--- src/rtl/clock_edit_ctrl_if.sv ---
// rtl/clock_edit_ctrl_if.sv - key inputs and control outputs of the clock edit controller
interface clock_edit_ctrl_if;
  logic [3:0] KEY;
  logic       secTick;
  logic       editMode;
  logic [2:0] editCur;
  logic [1:0] disMode;
  logic       incPulse;
  logic       decPulse;
  logic       blink;

  modport master (
    output KEY,
    input  secTick, editMode, editCur, disMode, incPulse, decPulse, blink
  );

  modport slave (
    input  KEY,
    output secTick, editMode, editCur, disMode, incPulse, decPulse, blink
  );
endinterface

--- src/rtl/clock_edit_ctrl.sv ---
// rtl/clock_edit_ctrl.sv - key debounce, RUN/EDIT mode FSM, 1 Hz tick, edit timeout and cursor blink
module clock_edit_ctrl #(
  parameter int CLK_HZ     = 50000000,
  parameter int DEB_CYCLES = 500000,
  parameter int TIMEOUT_S  = 10
) (
  input  logic              Clk,
  input  logic              Reset_n,
  clock_edit_ctrl_if.slave  bus
);

  localparam int QTR_HZ = (CLK_HZ / 4 > 0) ? CLK_HZ / 4 : 1;
  localparam int PW     = (CLK_HZ > 1)     ? $clog2(CLK_HZ)     : 1;
  localparam int DW     = (DEB_CYCLES > 1) ? $clog2(DEB_CYCLES) : 1;
  localparam int TW     = (TIMEOUT_S > 1)  ? $clog2(TIMEOUT_S)  : 1;
  localparam int BW     = (QTR_HZ > 1)     ? $clog2(QTR_HZ)     : 1;

  localparam logic [PW-1:0] PRESC_LAST = PW'(CLK_HZ - 1);
  localparam logic [DW-1:0] DEB_LAST   = DW'(DEB_CYCLES - 1);
  localparam logic [TW-1:0] IDLE_LAST  = TW'(TIMEOUT_S - 1);
  localparam logic [BW-1:0] BLINK_LAST = BW'(QTR_HZ - 1);

  typedef enum logic [0:0] {
    ST_RUN  = 1'b0,
    ST_EDIT = 1'b1
  } state_t;

  logic [3:0]          sync1_q, sync2_q;
  logic [1:0]          fill_q, fill_d;
  logic [3:0]          pressed_q, pressed_d;
  logic [3:0][DW-1:0]  deb_cnt_q, deb_cnt_d;
  logic [3:0]          ev;

  logic mode_ev, next_ev, up_ev;

  state_t              state_q, state_d;
  logic [2:0]          edit_cur_q, edit_cur_d;
  logic [1:0]          dis_mode_q, dis_mode_d;
  logic                inc_q, inc_d;
  logic                dec_q, dec_d;
  logic                tick_q, tick_d;
  logic                blink_q, blink_d;
  logic [PW-1:0]       presc_q, presc_d;
  logic [PW-1:0]       ecnt_q, ecnt_d;
  logic [TW-1:0]       idle_q, idle_d;
  logic [BW-1:0]       bcnt_q, bcnt_d;

  // Debounce waits two cycles after reset so the synchronizer's reset value
  // cannot be mistaken for a release of a key that is physically held.
  always_comb begin
    ev        = '0;
    pressed_d = pressed_q;
    deb_cnt_d = deb_cnt_q;
    fill_d    = (fill_q == 2'd2) ? fill_q : fill_q + 2'd1;
    if (fill_q == 2'd2) begin
      for (int i = 0; i < 4; i++) begin
        if (!pressed_q[i]) begin
          if (sync2_q[i]) begin
            deb_cnt_d[i] = '0;
          end else if (deb_cnt_q[i] == DEB_LAST) begin
            ev[i]        = 1'b1;
            pressed_d[i] = 1'b1;
            deb_cnt_d[i] = '0;
          end else begin
            deb_cnt_d[i] = deb_cnt_q[i] + DW'(1);
          end
        end else begin
          if (!sync2_q[i]) begin
            deb_cnt_d[i] = '0;
          end else if (deb_cnt_q[i] == DEB_LAST) begin
            pressed_d[i] = 1'b0;
            deb_cnt_d[i] = '0;
          end else begin
            deb_cnt_d[i] = deb_cnt_q[i] + DW'(1);
          end
        end
      end
    end
  end

  assign mode_ev = ev[0];
  assign next_ev = ev[3] & ~ev[0];
  assign up_ev   = ev[1] & ~ev[3] & ~ev[0];

  always_comb begin
    state_d    = state_q;
    edit_cur_d = edit_cur_q;
    dis_mode_d = dis_mode_q;
    inc_d      = 1'b0;
    dec_d      = 1'b0;
    ecnt_d     = ecnt_q;
    idle_d     = idle_q;

    case (state_q)
      ST_RUN: begin
        if (mode_ev) begin
          if (dis_mode_q == 2'd0) begin
            state_d    = ST_EDIT;
            edit_cur_d = 3'd0;
          end else begin
            dis_mode_d = 2'd0;
          end
        end else if (next_ev) begin
          dis_mode_d = (dis_mode_q == 2'd2) ? 2'd0 : dis_mode_q + 2'd1;
        end
      end
      ST_EDIT: begin
        // Any accepted press restarts the idle timer, even one landing on the timeout cycle.
        if (|ev) begin
          ecnt_d = '0;
          idle_d = '0;
          if (mode_ev) begin
            state_d = ST_RUN;
          end else if (next_ev) begin
            edit_cur_d = (edit_cur_q == 3'd5) ? 3'd0 : edit_cur_q + 3'd1;
          end else if (up_ev) begin
            inc_d = 1'b1;
          end else begin
            dec_d = 1'b1;
          end
        end else if (ecnt_q == PRESC_LAST) begin
          ecnt_d = '0;
          if (idle_q == IDLE_LAST) begin
            state_d = ST_RUN;
          end else begin
            idle_d = idle_q + TW'(1);
          end
        end else begin
          ecnt_d = ecnt_q + PW'(1);
        end
      end
      default: state_d = ST_RUN;
    endcase

    if (state_d == ST_RUN) begin
      edit_cur_d = 3'd0;
      ecnt_d     = '0;
      idle_d     = '0;
    end
  end

  // Prescaler only advances across consecutive RUN cycles, so a return
  // from EDIT restarts it at zero and the next tick is a full second away.
  always_comb begin
    presc_d = '0;
    if (state_q == ST_RUN && state_d == ST_RUN) begin
      presc_d = (presc_q == PRESC_LAST) ? '0 : presc_q + PW'(1);
    end
    tick_d = (state_d == ST_RUN) && (presc_d == PRESC_LAST);
  end

  always_comb begin
    bcnt_d  = '0;
    blink_d = 1'b1;
    if (state_q == ST_EDIT && state_d == ST_EDIT) begin
      if (bcnt_q == BLINK_LAST) begin
        bcnt_d  = '0;
        blink_d = ~blink_q;
      end else begin
        bcnt_d  = bcnt_q + BW'(1);
        blink_d = blink_q;
      end
    end
  end

  always_ff @(posedge Clk) begin
    if (!Reset_n) begin
      sync1_q    <= 4'hF;
      sync2_q    <= 4'hF;
      fill_q     <= '0;
      pressed_q  <= 4'hF;
      deb_cnt_q  <= '0;
      state_q    <= ST_RUN;
      edit_cur_q <= 3'd0;
      dis_mode_q <= 2'd0;
      inc_q      <= 1'b0;
      dec_q      <= 1'b0;
      tick_q     <= 1'b0;
      blink_q    <= 1'b1;
      presc_q    <= '0;
      ecnt_q     <= '0;
      idle_q     <= '0;
      bcnt_q     <= '0;
    end else begin
      sync1_q    <= bus.KEY;
      sync2_q    <= sync1_q;
      fill_q     <= fill_d;
      pressed_q  <= pressed_d;
      deb_cnt_q  <= deb_cnt_d;
      state_q    <= state_d;
      edit_cur_q <= edit_cur_d;
      dis_mode_q <= dis_mode_d;
      inc_q      <= inc_d;
      dec_q      <= dec_d;
      tick_q     <= tick_d;
      blink_q    <= blink_d;
      presc_q    <= presc_d;
      ecnt_q     <= ecnt_d;
      idle_q     <= idle_d;
      bcnt_q     <= bcnt_d;
    end
  end

  assign bus.secTick  = tick_q;
  assign bus.editMode = (state_q == ST_EDIT);
  assign bus.editCur  = edit_cur_q;
  assign bus.disMode  = dis_mode_q;
  assign bus.incPulse = inc_q;
  assign bus.decPulse = dec_q;
  assign bus.blink    = blink_q;

endmodule

--- src/flat_wrapper.sv ---
// flat-port wrapper written by rule: the top's interface ports become plain ports
module clock_edit_ctrl_flat 
#(
  parameter int CLK_HZ     = 50000000,
  parameter int DEB_CYCLES = 500000,
  parameter int TIMEOUT_S  = 10
)
  (Clk, Reset_n, bus_KEY, bus_secTick, bus_editMode, bus_editCur, bus_disMode, bus_incPulse, bus_decPulse, bus_blink);
  clock_edit_ctrl_if bus_i ();
  input  logic Clk;
  input  logic Reset_n;
  input wire logic [$bits(bus_i.KEY)-1:0] bus_KEY;
  output wire logic [$bits(bus_i.secTick)-1:0] bus_secTick;
  output wire logic [$bits(bus_i.editMode)-1:0] bus_editMode;
  output wire logic [$bits(bus_i.editCur)-1:0] bus_editCur;
  output wire logic [$bits(bus_i.disMode)-1:0] bus_disMode;
  output wire logic [$bits(bus_i.incPulse)-1:0] bus_incPulse;
  output wire logic [$bits(bus_i.decPulse)-1:0] bus_decPulse;
  output wire logic [$bits(bus_i.blink)-1:0] bus_blink;
  assign bus_i.KEY = bus_KEY;
  assign bus_secTick = bus_i.secTick;
  assign bus_editMode = bus_i.editMode;
  assign bus_editCur = bus_i.editCur;
  assign bus_disMode = bus_i.disMode;
  assign bus_incPulse = bus_i.incPulse;
  assign bus_decPulse = bus_i.decPulse;
  assign bus_blink = bus_i.blink;
  clock_edit_ctrl #(.CLK_HZ(CLK_HZ), .DEB_CYCLES(DEB_CYCLES), .TIMEOUT_S(TIMEOUT_S)) u_core (.Clk(Clk), .Reset_n(Reset_n), .bus(bus_i));
endmodule
--- config.mk ---
export PLATFORM = sky130hd
export DESIGN_NAME = clock_edit_ctrl_flat
export DESIGN_NICKNAME = d
export VERILOG_FILES = /design/src/rtl/clock_edit_ctrl_if.sv /design/src/rtl/clock_edit_ctrl.sv /design/src/flat_wrapper.sv
export SDC_FILE = /design/constraint.sdc
export NUM_CORES = 1
export LEC_CHECK = 0
export ABC_AREA = 0
export CAP_MARGIN = 20
export CORE_ASPECT_RATIO = 2
export CORE_MARGIN = 2
export CORE_UTILIZATION = 55
export DETAILED_ROUTE_END_ITERATION = 12
export HOLD_SLACK_MARGIN = 0.05
export MAX_ROUTING_LAYER = met4
export PLACE_DENSITY = 0.76
export SYNTH_ARGS = -nofsm -noshare
export SYNTH_HDL_FRONTEND = slang
export SYNTH_SLANG_ARGS = --single-unit
--- constraint.sdc ---
create_clock -name Clk -period 4 [get_ports Clk]
set_input_delay 0.4 -clock Clk [delete_from_list [all_inputs] [get_ports Clk]]
set_output_delay 0.4 -clock Clk [all_outputs]
set_load 0.02 [all_outputs]
; After elaboration in Yosys (flattened, before gate mapping)
; Cells that the tools add are included.
[totals]
regBits = 180
input_bits = 6
out_inout_bits = 10
[op_classes]
addsub = 11
eq_ne = 19
n_mux = 68
bitwise = 11
n_reduce_logical = 14
[op_table]
columns = operator, count
row1 = 19-bit two-way mux, 16
row2 = 26-bit two-way mux, 4
row3 = 26-bit equality test (second input constant), 3
row4 = 19-bit by 1-bit adder with 19-bit output (second input constant), 4
row5 = 19-bit equality test (second input constant), 4
row6 = 26-bit by 1-bit adder with 26-bit output (second input constant), 2
row7 = 1-bit two-way mux, 32
row8 = 24-bit by 1-bit adder with 24-bit output (second input constant), 1
row9 = 24-bit equality test (second input constant), 1
row10 = 3-bit two-way mux, 6
row11 = 4-bit two-way mux, 4
row12 = 2-bit two-way mux, 4
row13 = 2-bit by 1-bit inequality test with 1-bit output (second input constant), 4
row14 = 1-bit NOT, 8
row15 = 2-bit inequality test (second input constant), 3
row16 = 3-bit one-hot mux with 2 select lines, 1
row17 = 3-bit AND reduction, 2
row18 = 5-bit AND reduction, 1
row19 = 5-bit OR reduction, 1
row20 = 2-bit by 1-bit adder with 2-bit output (second input constant), 2
row21 = 4-bit by 1-bit adder with 4-bit output (second input constant), 1
row22 = 2-bit equality test (second input constant), 2
row23 = 4-bit equality test (second input constant), 1
row24 = 2-bit AND reduction, 2
row25 = 9 further kinds, 14

; Logic depth before layout (Yosys ltp)
[depth]
depth_word = 13
ltp_mapped = 10
ltp_nobuf = 9

; Worst setup path after synthesis
; No wires, ideal clock.
[synth_timing]
path_kind = reg-to-reg
from = reg u_core.fill_q[0]
to = reg u_core.bcnt_q[12]
t_arrival_ns = 2.137
required_ns = 3.922
setup_slack_ns = 1.785
stages_incl_launch_ff = 10
period_less_slack_ns = 2.215
cell_sequence = dfxtp_1 inv_1 ha_1 clkbuf_1 nand3_1 o32ai_4 nor2_2 a311o_1 buf_2 nor3_1
[synth_between]
elab_chain_cells = 8
word_cells_on_any_way = 10
[synth_rtl]
columns = item, line
row1 = "start, declared", clock_edit_ctrl.sv:29  ; logic [1:0] fill_q, fill_d;
row2 = "start signal, assigned", clock_edit_ctrl.sv:187  ; fill_q <= fill_d;
row3 = 2-bit equality test (*), clock_edit_ctrl.sv:55  ; if (fill_q == 2'd2) begin
row4 = 4-bit two-way mux (*), clock_edit_ctrl.sv:55
row5 = 4-bit OR reduction / 1-bit two-way mux (equally long branches), "clock_edit_ctrl.sv:109, clock_edit_ctrl.sv:112"
row6 = 1-bit two-way mux, clock_edit_ctrl.sv:109  ; if (|ev) begin
row7 = 1-bit one-hot mux with 2 select lines (*), clock_edit_ctrl.sv:94  ; case (state_q)
row8 = 1-bit logical AND (*), clock_edit_ctrl.sv:155  ; if (state_q == ST_EDIT && state_d == ST_EDIT) begin
row9 = 1-bit NOT (no source line) (*), n/a
row10 = 3-bit OR reduction (no source line) (*), n/a
row11 = "end signal, assigned", clock_edit_ctrl.sv:200  ; bcnt_q <= bcnt_d;
row12 = "end, declared", clock_edit_ctrl.sv:46  ; logic [BW-1:0] bcnt_q, bcnt_d;
; Every way passes the cells marked *; elsewhere a longest branch is shown, timed or not.
; A chain may end at the register's enable or synchronous reset.

; Worst setup path after layout
[layout_timing]
from = reg u_core.fill_q[0]
to = reg u_core.ecnt_q[4]
[layout_between]
elab_chain_cells = 6
word_cells_on_any_way = 9
[layout_rtl]
columns = item, line
row1 = 2-bit equality test (*), clock_edit_ctrl.sv:55
row2 = 4-bit two-way mux (*), clock_edit_ctrl.sv:55
row3 = 4-bit OR reduction / 1-bit two-way mux (equally long branches), "clock_edit_ctrl.sv:109, clock_edit_ctrl.sv:112"
row4 = 1-bit two-way mux, clock_edit_ctrl.sv:109
row5 = 1-bit one-hot mux with 2 select lines, clock_edit_ctrl.sv:94
row6 = 2-bit AND reduction (no source line), n/a
row7 = "end signal, assigned", clock_edit_ctrl.sv:198  ; ecnt_q <= ecnt_d;
row8 = "end, declared", clock_edit_ctrl.sv:44  ; logic [PW-1:0] ecnt_q, ecnt_d;
; Marks and branches as above.

==> flow_metrics.py <==
metrics = {
    "setup_path": {
        "required_ps": 4340,
        "start_kind": "flop",
        "cp_slowest_stage_delay_ps": 450,
        "reg2reg_depth": 10,
        "crit_top_cell": "buf_4",
        "reg2reg_to": "u_core.ecnt_q[4]",
        "crit_arrival_ps": 3190,
        "setup.worst_path.class": "flop to flop",
        "r2r_start": "u_core.fill_q[0]",
        "reg2reg_slack_ps": 1150,
        "crit_family": "compound AO/OA/AOI/OAI gates",
        "crit_fanout": 21,
        "crit_slowest_cell": "or3_1",
        "end_kind": "flop",
        "crit_chain": "inv_1 -> ha_1 -> buf_4 -> nand4_1 -> or3_1 -> o22ai_2 -> nor2_2 -> a41o_1 -> buf_4 -> a211oi_1",
        "critPathBufInv": 3,
    },
    "power": {
        "power_density_nw_per_um2": 378,
        "vdd_drop_max_mv": 0.296,
        "p_leak_nw": 3.13,
    },
    "clocking": {
        "postCtsHoldBufs": 0,
        "clk_pin_slew_ps": 70,
        "htree_levels": 4,
        "cts_tree": "done",
        "cts-root-buf": "clkbuf_16",
        "worstSkewPairLatency_ps": 430,
        "numCtsBuffers": 17,
        "ctsResizeCount": 0,
        "post_cts_buffers": 0,
        "cts_sinks": 180,
        "clockBufferDepth": 2,
    },
    "yosys": {
        "synthCells": 1035,
        "ys_types": 70,
        "synth_seq_area_share": 0.416,
        "synth_enable_flop_cells": 0,
        "ys_ff_latch": 180,
        "netlist_top_cells_area": "dfxtp_1 42%, xor2_1 7.3%, nor2_1 6.9%",
        "yosys.area.top_type": "dfxtp_1",
        "synth_flop_cell": "dfxtp_1",
        "synth_warnings": 0,
        "syn-num-nets": 1051,
        "synth_most_common_cell": "dfxtp_1",
        "synth_area_per_cell_um2": 8.37,
        "syn-cell-area_um2": 8660,
        "synthArstFlopShare": 0,
        "synth_top_cell_area_share": 0.416,
        "synth_common_cells": "180 x dfxtp_1, 159 x nor2_1, 133 x nand2_1",
    },
    "drt": {
        "drc_errors": 0,
        "routed_via_density": 5.85,
        "dr.pass1.iters": 6,
        "wl_per_cell_um": 14.9,
        "drt-initial-drc-count": 377,
        "ant_nets": 0,
        "num_vias": 7339,
        "wl_um": 18700,
    },
    "global_routing": {
        "grt_remaining_overflow": 0,
        "grt_max_degree": 34,
        "track_usage": 0.237,
        "antenna_found_initial": 0,
        "grt_pass1_vias": 7291,
        "grt_pass1_wl_um": 32000,
    },
    "job": {
        "cap_violations": 0,
    },
    "floorplanning": {
        "initial_core_util": 0.563,
        "chipHeight_um": 181,
        "io_pins": 16,
        "dieArea_um2": 16800,
        "die_x_um": 92.7,
        "core_um2": 15400,
        "rows": 64,
    },
    "finish": {
        "synthToLayoutAreaGrowth_pct": 10.5,
        "nets": 1060,
        "final_cell_area_um2": 9570,
        "drive_gt1_frac": 0.0615,
        "antennaDiodeCount": 0,
    },
    "timing": {
        "setup_tns_ps": 0,
        "finalCriticalPeriod_ps": 2850,
        "maxSlewViolCount": 0,
        "rsz0062_at_grt": "no",
        "fmax_mhz": 351,
        "fin_crit_sh": 0.712,
        "finalClockSkew_ps": 11.1,
        "slew_headroom": 0.490,
        "setup_viol": 0,
        "worst_pin_slew_ps": 758,
        "finalHoldViolCount": 0,
    },
    "placement": {
        "postPlaceCellArea_um2": 9000,
        "io_buffers": 15,
        "dp_hpwl_um": 13100,
        "place_congestion": 0.930,
    },
    "outcome": {
        "status": "completed",
    },
    "worst_hold_path": {
        "hold_path_depth": 1,
        "min_to": "u_core.sync2_q[1]",
        "hp-start": "u_core.sync1_q[1]",
        "min_path_type": "flop to flop",
    },
}
## state kept, by name (all words and copies together), names as in the netlist, named ones only
signal / flops
u_core.bus.decPulse: 1
u_core.bus.editCur: 3
u_core.sync1_q: 4
u_core.idle_q: 4
u_core.bcnt_q: 24
u_core.sync2_q: 4
u_core.bus.incPulse: 1
u_core.bus.disMode: 2
u_core.bus.secTick: 1
u_core.presc_q: 26
u_core.bus.blink: 1
u_core.bus.editMode: 1
u_core.fill_q: 2
u_core.ecnt_q: 26
u_core.deb_cnt_q: 76
## routing by layer
layer | share of wire | vias to the layer above | track usage
li1 | - | 3655 | -
met1 | 0.40 | 3499 | 0.239
met2 | 0.55 | 137 | 0.437
met3 | 0.029 | 48 | 0.0411
met4 | 0.027 | 0 | 0.108
met5 | 0 | - | -
## through the flow
stage                     total power [mW]  worst slack (ps)  cells   util  hold WS, ps
after CTS                             3.66              1150   1255  0.622          417
final                                 3.61              1150   1255  0.622          412
after floorplan                       2.01              1780   1035      -          386
after global placement                2.05              1280   1223  0.585          396
after detailed placement              2.06              1200   1223  0.585          391
after global routing                  3.74               953   1255  0.622          446
## cells by family (layout without fill, tap and decap cells)
logic type | after synthesis | in the layout | share of synthesized area
AOI/OAI and AO/OA | 82 | 82 | 0.0643
xor gates and xnor gates | 123 | 123 | 0.124
adders and majority gates | 10 | 10 | 0.0144
buffers and inverters | 47 | 69 | 0.0222
DFF | 180 | 180 | 0.416
muxes | 4 | 4 | 0.00462
and+or+nand+nor | 589 | 589 | 0.354
## power by group
group	total (mW)	switching (mW)	internal, mW
Combinational	0.167	0.0950	0.0717
Sequential	1.85	0.0265	1.82
Clock	1.60	0.747	0.849
## how the worst max path moves through the flow
stage | start | cells after the start | slack, ps | to
after CTS | u_core.fill_q[0] | 10 | 1150 | u_core.ecnt_q[4]
after global routing | u_core.fill_q[0] | 10 | 950 | u_core.ecnt_q[4]
final | u_core.fill_q[0] | 10 | 1150 | u_core.ecnt_q[4]
after detailed placement | u_core.fill_q[0] | 10 | 1200 | u_core.ecnt_q[4]
after floorplan | u_core.fill_q[0] | 9 | 1780 | u_core.bcnt_q[12]
after global placement | u_core.fill_q[0] | 10 | 1280 | u_core.ecnt_q[4]
## layout by cell type (no fill, tap or decap), drive strengths merged, types with 7 or more instances in the layout
| cell type | n |
|---|---|
| inv | 19 |
| clkbuf | 19 |
| ha | 10 |
| a31oi | 22 |
| and3 | 24 |
| o21ai | 15 |
| or3 | 7 |
| nand2b | 12 |
| nor3 | 33 |
| nand4 | 40 |
| xor2 | 72 |
| nand3b | 11 |
| and2 | 8 |
| nand2 | 134 |
| or4 | 11 |
| a21oi | 16 |
| nand3 | 70 |
| and4 | 15 |
| nor4 | 15 |
| nor2b | 8 |
| buf | 11 |
| nor4b | 13 |
| xnor2 | 51 |
| clkdlybuf4s50 | 15 |
| nor2 | 160 |
| dfxtp | 180 |
## final cells by class
type                    count  area [µm²]
repair buffers             26         233
fillers                  1379        5810
flip-flops and latches    180        3600
inverters                  11        41.3
clock buffers              19         453
clock inverters            13         113
well taps                 198         248
multi-input cells         808        4870
Note: power is estimated with default switching activity, not from simulation.
